## config.mk

```make
export PLATFORM = sky130hd
export DESIGN_NAME = dsp_mac_seq
export DESIGN_NICKNAME = d
export VERILOG_FILES = /design/src/rtl/dsp_mac_seq_pkg.sv /design/src/rtl/dsp_seq_vpipe.sv /design/src/rtl/dsp_mac_seq.sv
export SDC_FILE = /design/constraint.sdc
export NUM_CORES = 1
export LEC_CHECK = 0
export ABC_AREA = 1
export ABC_CLOCK_PERIOD_IN_PS = 1600
export BUFFER_PORTS_ARGS = -buffer_cell sky130_fd_sc_hd__buf_2
export CORE_ASPECT_RATIO = 0.5
export CORE_MARGIN = 2
export CORE_UTILIZATION = 36
export CTS_CLUSTER_SIZE = 40
export DETAILED_ROUTE_END_ITERATION = 8
export HOLD_SLACK_MARGIN = 0.03
export PLACE_DENSITY_LB_ADDON = 0.3
export SLEW_MARGIN = 20
export SYNTH_ARGS = -nofsm -noshare
export SYNTH_HDL_FRONTEND = slang
export SYNTH_SLANG_ARGS = --single-unit
```

## constraint.sdc

```tcl
create_clock -name CLK -period 1.6 [get_ports CLK]
set_input_delay 0.24 -clock CLK [delete_from_list [all_inputs] [get_ports CLK]]
set_output_delay 0.24 -clock CLK [all_outputs]
set_load 0.005 [all_outputs]
```

## src/rtl/dsp_mac_seq_pkg.sv

```systemverilog
// Shared types and constants for the DSP48A1 multiply-accumulate sequencer.
package dsp_mac_seq_pkg;

  typedef enum logic [1:0] {
    StIdle,
    StRun,
    StDrain,
    StDone
  } state_e;

  localparam logic [7:0] OPMODE_CLR = 8'h01;  // Z=0, X=M
  localparam logic [7:0] OPMODE_ACC = 8'h09;  // Z=P, X=M

  // Results must fit in this many signed bits, otherwise res_ovf is flagged.
  localparam int unsigned OVF_W = 40;

  // Last DRAIN count before DONE: covers the M and P stages plus one settle cycle.
  localparam logic [1:0] DrainLast = 2'd2;

endpackage

```

## src/rtl/dsp_seq_vpipe.sv

```systemverilog
// Two-stage valid shift register that turns sample accepts into DSP48A1 M/OPMODE and P enables.
module dsp_seq_vpipe (
  input  logic clk_i,
  input  logic rst_ni,
  input  logic valid_i,
  output logic stage1_o,
  output logic stage2_o
);

  logic s1_q, s1_d;
  logic s2_q, s2_d;

  always_comb begin
    s1_d = valid_i;
    s2_d = s1_q;
  end

  always_ff @(posedge clk_i or negedge rst_ni) begin
    if (!rst_ni) begin
      s1_q <= 1'b0;
      s2_q <= 1'b0;
    end else begin
      s1_q <= s1_d;
      s2_q <= s2_d;
    end
  end

  assign stage1_o = s1_q;
  assign stage2_o = s2_q;

endmodule

```

## src/rtl/dsp_mac_seq.sv

```systemverilog
// Job sequencer driving a DSP48A1 (A1/B1/M/P/OPMODE registered) as a dot-product engine.
// Optional overflow flag on res_ovf is enabled by defining DSP_MAC_SEQ_OVF_EN.
module dsp_mac_seq
  import dsp_mac_seq_pkg::*;
#(
  parameter int unsigned LEN_W = 8
) (
  input  logic             CLK,
  input  logic             RSTN,
  input  logic             start,
  input  logic [LEN_W-1:0] len,
  output logic             busy,
  input  logic             in_valid,
  output logic             in_ready,
  input  logic [17:0]      in_a,
  input  logic [17:0]      in_b,
  output logic [17:0]      dsp_a,
  output logic [17:0]      dsp_b,
  output logic [7:0]       dsp_opmode,
  output logic             dsp_cea,
  output logic             dsp_ceb,
  output logic             dsp_cem,
  output logic             dsp_cep,
  output logic             dsp_ceopmode,
  input  logic [47:0]      dsp_p,
  output logic             res_valid,
  input  logic             res_ready,
  output logic [47:0]      res_data,
  output logic             res_ovf
);

  state_e           state_q, state_d;
  logic [LEN_W-1:0] remaining_q, remaining_d;
  logic [7:0]       opmode_q, opmode_d;
  logic             first_q, first_d;
  logic [1:0]       drain_q, drain_d;
  logic             accept;

  assign in_ready = (state_q == StRun);
  assign accept   = in_valid && in_ready;

  always_comb begin
    state_d     = state_q;
    remaining_d = remaining_q;
    opmode_d    = opmode_q;
    first_d     = first_q;
    drain_d     = drain_q;
    unique case (state_q)
      StIdle: begin
        if (start && (len != '0)) begin
          state_d     = StRun;
          remaining_d = len;
          first_d     = 1'b1;
        end
      end
      StRun: begin
        if (accept) begin
          opmode_d    = first_q ? OPMODE_CLR : OPMODE_ACC;
          first_d     = 1'b0;
          remaining_d = remaining_q - 1'b1;
          if (remaining_q == LEN_W'(1)) begin
            state_d = StDrain;
            drain_d = 2'd0;
          end
        end
      end
      StDrain: begin
        if (drain_q == DrainLast) begin
          state_d = StDone;
        end else begin
          drain_d = drain_q + 2'd1;
        end
      end
      StDone: begin
        if (res_ready) begin
          state_d = StIdle;
        end
      end
      default: state_d = StIdle;
    endcase
  end

  always_ff @(posedge CLK or negedge RSTN) begin
    if (!RSTN) begin
      state_q     <= StIdle;
      remaining_q <= '0;
      opmode_q    <= 8'h00;
      first_q     <= 1'b0;
      drain_q     <= 2'd0;
    end else begin
      state_q     <= state_d;
      remaining_q <= remaining_d;
      opmode_q    <= opmode_d;
      first_q     <= first_d;
      drain_q     <= drain_d;
    end
  end

  dsp_seq_vpipe u_vpipe (
    .clk_i    (CLK),
    .rst_ni   (RSTN),
    .valid_i  (accept),
    .stage1_o (dsp_cem),
    .stage2_o (dsp_cep)
  );

  assign dsp_ceopmode = dsp_cem;
  assign dsp_a        = in_a;
  assign dsp_b        = in_b;
  assign dsp_cea      = accept;
  assign dsp_ceb      = accept;
  assign dsp_opmode   = opmode_q;
  assign busy         = (state_q != StIdle);
  assign res_valid    = (state_q == StDone);
  assign res_data     = res_valid ? dsp_p : 48'h0;

`ifdef DSP_MAC_SEQ_OVF_EN
  logic [47:OVF_W-1] top_bits;
  assign top_bits = dsp_p[47:OVF_W-1];
  // Fits in signed OVF_W bits only when all bits above the sign bit copy it.
  assign res_ovf  = res_valid && !((&top_bits) || !(|top_bits));
`else
  assign res_ovf  = 1'b0;
`endif

endmodule

```

==> qor.txt <==
EDFF count, synth - 0
placed cell area - 2240 µm²
largest net degree at the start of global routing - 30
DIE HEIGHT - 54.8 µm
Hold Vio Cnt, Final - 0
Placer Congestion - 0.802
minimum clock period after layout - 1.57 ns
Sink Count - 17
Logic pwr share - 0.678
Commonest cells post-synth - nand2_1 (119), inv_1 (62), buf_4 (45)
Final Max Slew Viols - 0
GRT Total Usage - 0.175
DRT antenna net count - 0
post-synth top area cell - nand2_1
Worst Slack Setup Final - 0.0268 ns
diode count - 0
DR pass1 iterations - 4
top-count cell post-synth - nand2_1
layout cells sized above 1 - 0.387
wire per inst - 11.5 µm
Clock power frac - 0.095
post-synthesis register bit count - 17
sequential share of power - 0.227
WL met1 - 2420 µm
crit path max fanout - 29
Syn Area/Cell - 6.02 µm²
startpoint types - register
Via Count - 1882
Port Buf Inserts - 118
RSZ-0062 raised after global routing - true
Worst Path Required - 1.36 ns
multi-input logic area - 866 µm²
Post-Syn Area - 1860 µm²
arrival time at the worst endpoint - 1.33 ns
metal2 WL - 2370 µm
Synth cell types - 24
# IOs - 198
skew final - 0.00138 ns
initial DRC count - 101
register area - 428 µm²
Die Wd - 106 µm
highest routing layer actually used - met4
top cell type's share of synthesized area - 0.240
Crit Path Category - register to primary output
Total Wirelength - 5350 µm
Layout Cell Area excl Fill - 2360 µm²
CTS Root Buffer Type - clkbuf_8
GRT Residual Overflow - 0
core box area - 4950 µm²
first-pass GRT wire length - 7910 µm
cell internal pwr - 1810 µW
clk buf depth - 2
CTS clock-pin slew for the worst setup and hold paths - 0.07 ns
Pwr Density - 1510 nW/µm²
area grow syn2layout - 27.2%
switching part of the total - 0.493
drt drc - 0
fraction of registers with async set/reset - 1.00
fmax - 636 MHz
die area - 5790 µm²
metal3 WL - 547 µm
pre-CTS worst setup slack - 0.0605 ns
Setup-failing EPs final - 0
Skew-Pair Late Insertion Delay - 0.26 ns
P_leak - 0.00175 µW
YS warnings - 0
Synth area leaders - nand2_1 (24%), dfrtp_1 (23%), buf_4 (18%), inv_1 (13%), ha_1 (4.7%)
number of fill cells - 547
antenna violations before repair - 0
Most used DFF post-synth - dfrtp_1
Num CTS Buffers - 3
Max-Cap Viols - 0
Vias/cell - 4.05
row cnt - 18
switching power - 1760 µW
worst hold path type - primary input to register
starting density of the core - 0.375
Worst VDD drop - 0.000606 V
Seq/Total Area, Yosys - 0.229
# H-tree levels - 1
Tcrit/Tclk final - 0.983
Post-Syn Instances - 309
number of global-route vias before repair - 1581
outcome - completed
TritonCTS clock tree - yes
crit end category - primary output
nets - 500
Post-DP HPWL - 4240 µm
power groups by stage:
stage               sequential, µW  combinational (µW)  clock (µW)
floorplan                      758                1640           0
global placement               797                2250           0
detailed placement             795                2270           0
CTS                            790                2310         347
global route                   843                2810         369
finish                         814                2420         340
kinds of logic after synthesis:
| logic type | count (synthesis) | share of synthesized area |
|---|---|---|
| fa+ha+maj | 7 | 0.0471 |
| compound gates | 13 | 0.0532 |
| buf+inv | 119 | 0.341 |
| simple gates | 152 | 0.328 |
| other cells | 1 | 0.00202 |
| flops | 17 | 0.229 |
routing by layer:
| metal | vias up | global-route usage |
|---|---|---|
| met5 | - | 0 |
| met4 | 0 | 0.0351 |
| met3 | 3 | 0.0655 |
| met2 | 82 | 0.283 |
| met1 | 788 | 0.229 |
| li1 | 1009 | - |
path summary, 6_finish.rpt:
check,depth (start not counted),slack [ns],start,end
max,5,0.03,state_q[0]$_DFFE_PN0P_,res_data[23]
min,5,0.28,len[5],remaining_q[5]$_DFFE_PN0P_
max reg2reg,9,0.12,state_q[1]$_DFFE_PN0P_,state_q[0]$_DFFE_PN0P_
min reg2reg,0,0.39,u_vpipe.stage1_o$_DFF_PN0_,u_vpipe.stage2_o$_DFF_PN0_
max in group asynchronous,2,0.84,RSTN,state_q[1]$_DFFE_PN0P_
min in group asynchronous,2,0.44,RSTN,remaining_q[6]$_DFFE_PN0P_
through the flow:
step                hold slack [ns]  cells  total power [µW]  utilization  TNS [ns]
floorplan                   -0.0556    315              2390            -         0
global placement              0.189    456              3050        0.451         0
detailed placement            0.197    456              3070        0.451         0
CTS                           0.283    462              3450        0.465  -0.00125
global route                  0.308    465              4020        0.477   -0.0639
finish                        0.284    465              3580        0.477         0
critical path, cell delays in order, from the launching register on:
cell and delay (ns):
dfrtp_2 0.46, ha_4 0.20, buf_12 0.16, nand2_1 0.08, inv_1 0.05, buf_2 0.12
sequential cells by signal, summed over array words and instances, names as in the netlist:
| name | cells |
|---|---|
| remaining_q | 8 |
| drain_q | 2 |
| dsp_opmode | 2 |
| state_q | 2 |
| first_q | 1 |
| u_vpipe.stage1_o | 1 |
| u_vpipe.stage2_o | 1 |
placed cells by master, fill, tap and decap left out, types with 2 or more instances in the layout:
cell,count
nand2_2,4
a21oi_4,2
clkbuf_8,3
nand4_1,2
ha_4,2
nand3_1,10
or2_1,2
conb_1,7
dfrtp_1,15
buf_2,118
a21oi_2,2
nor2_1,14
o21ai_1,5
buf_4,6
inv_1,60
o21ai_0,4
inv_2,6
ha_1,4
dfrtp_2,2
nand2_1,118
repair_timing:
action	4_1_cts	5_1_grt
gates cloned	0	1
endpoints found under the hold margin	17	0
pin swaps	0	2
setup buffers	1	2
hold buffers	1	0
endpoints found under the setup margin	23	62
resized for setup	2	11
layout make-up:
class	instances	area share
clock buffers	3	0.0175
clock inverters	1	0.00212
inverters	67	0.108
multi-input cells	180	0.366
flip-flops and latches	17	0.181
well taps	70	0.0370
repair buffers	127	0.288
Note: power is estimated with default switching activity, not from simulation.
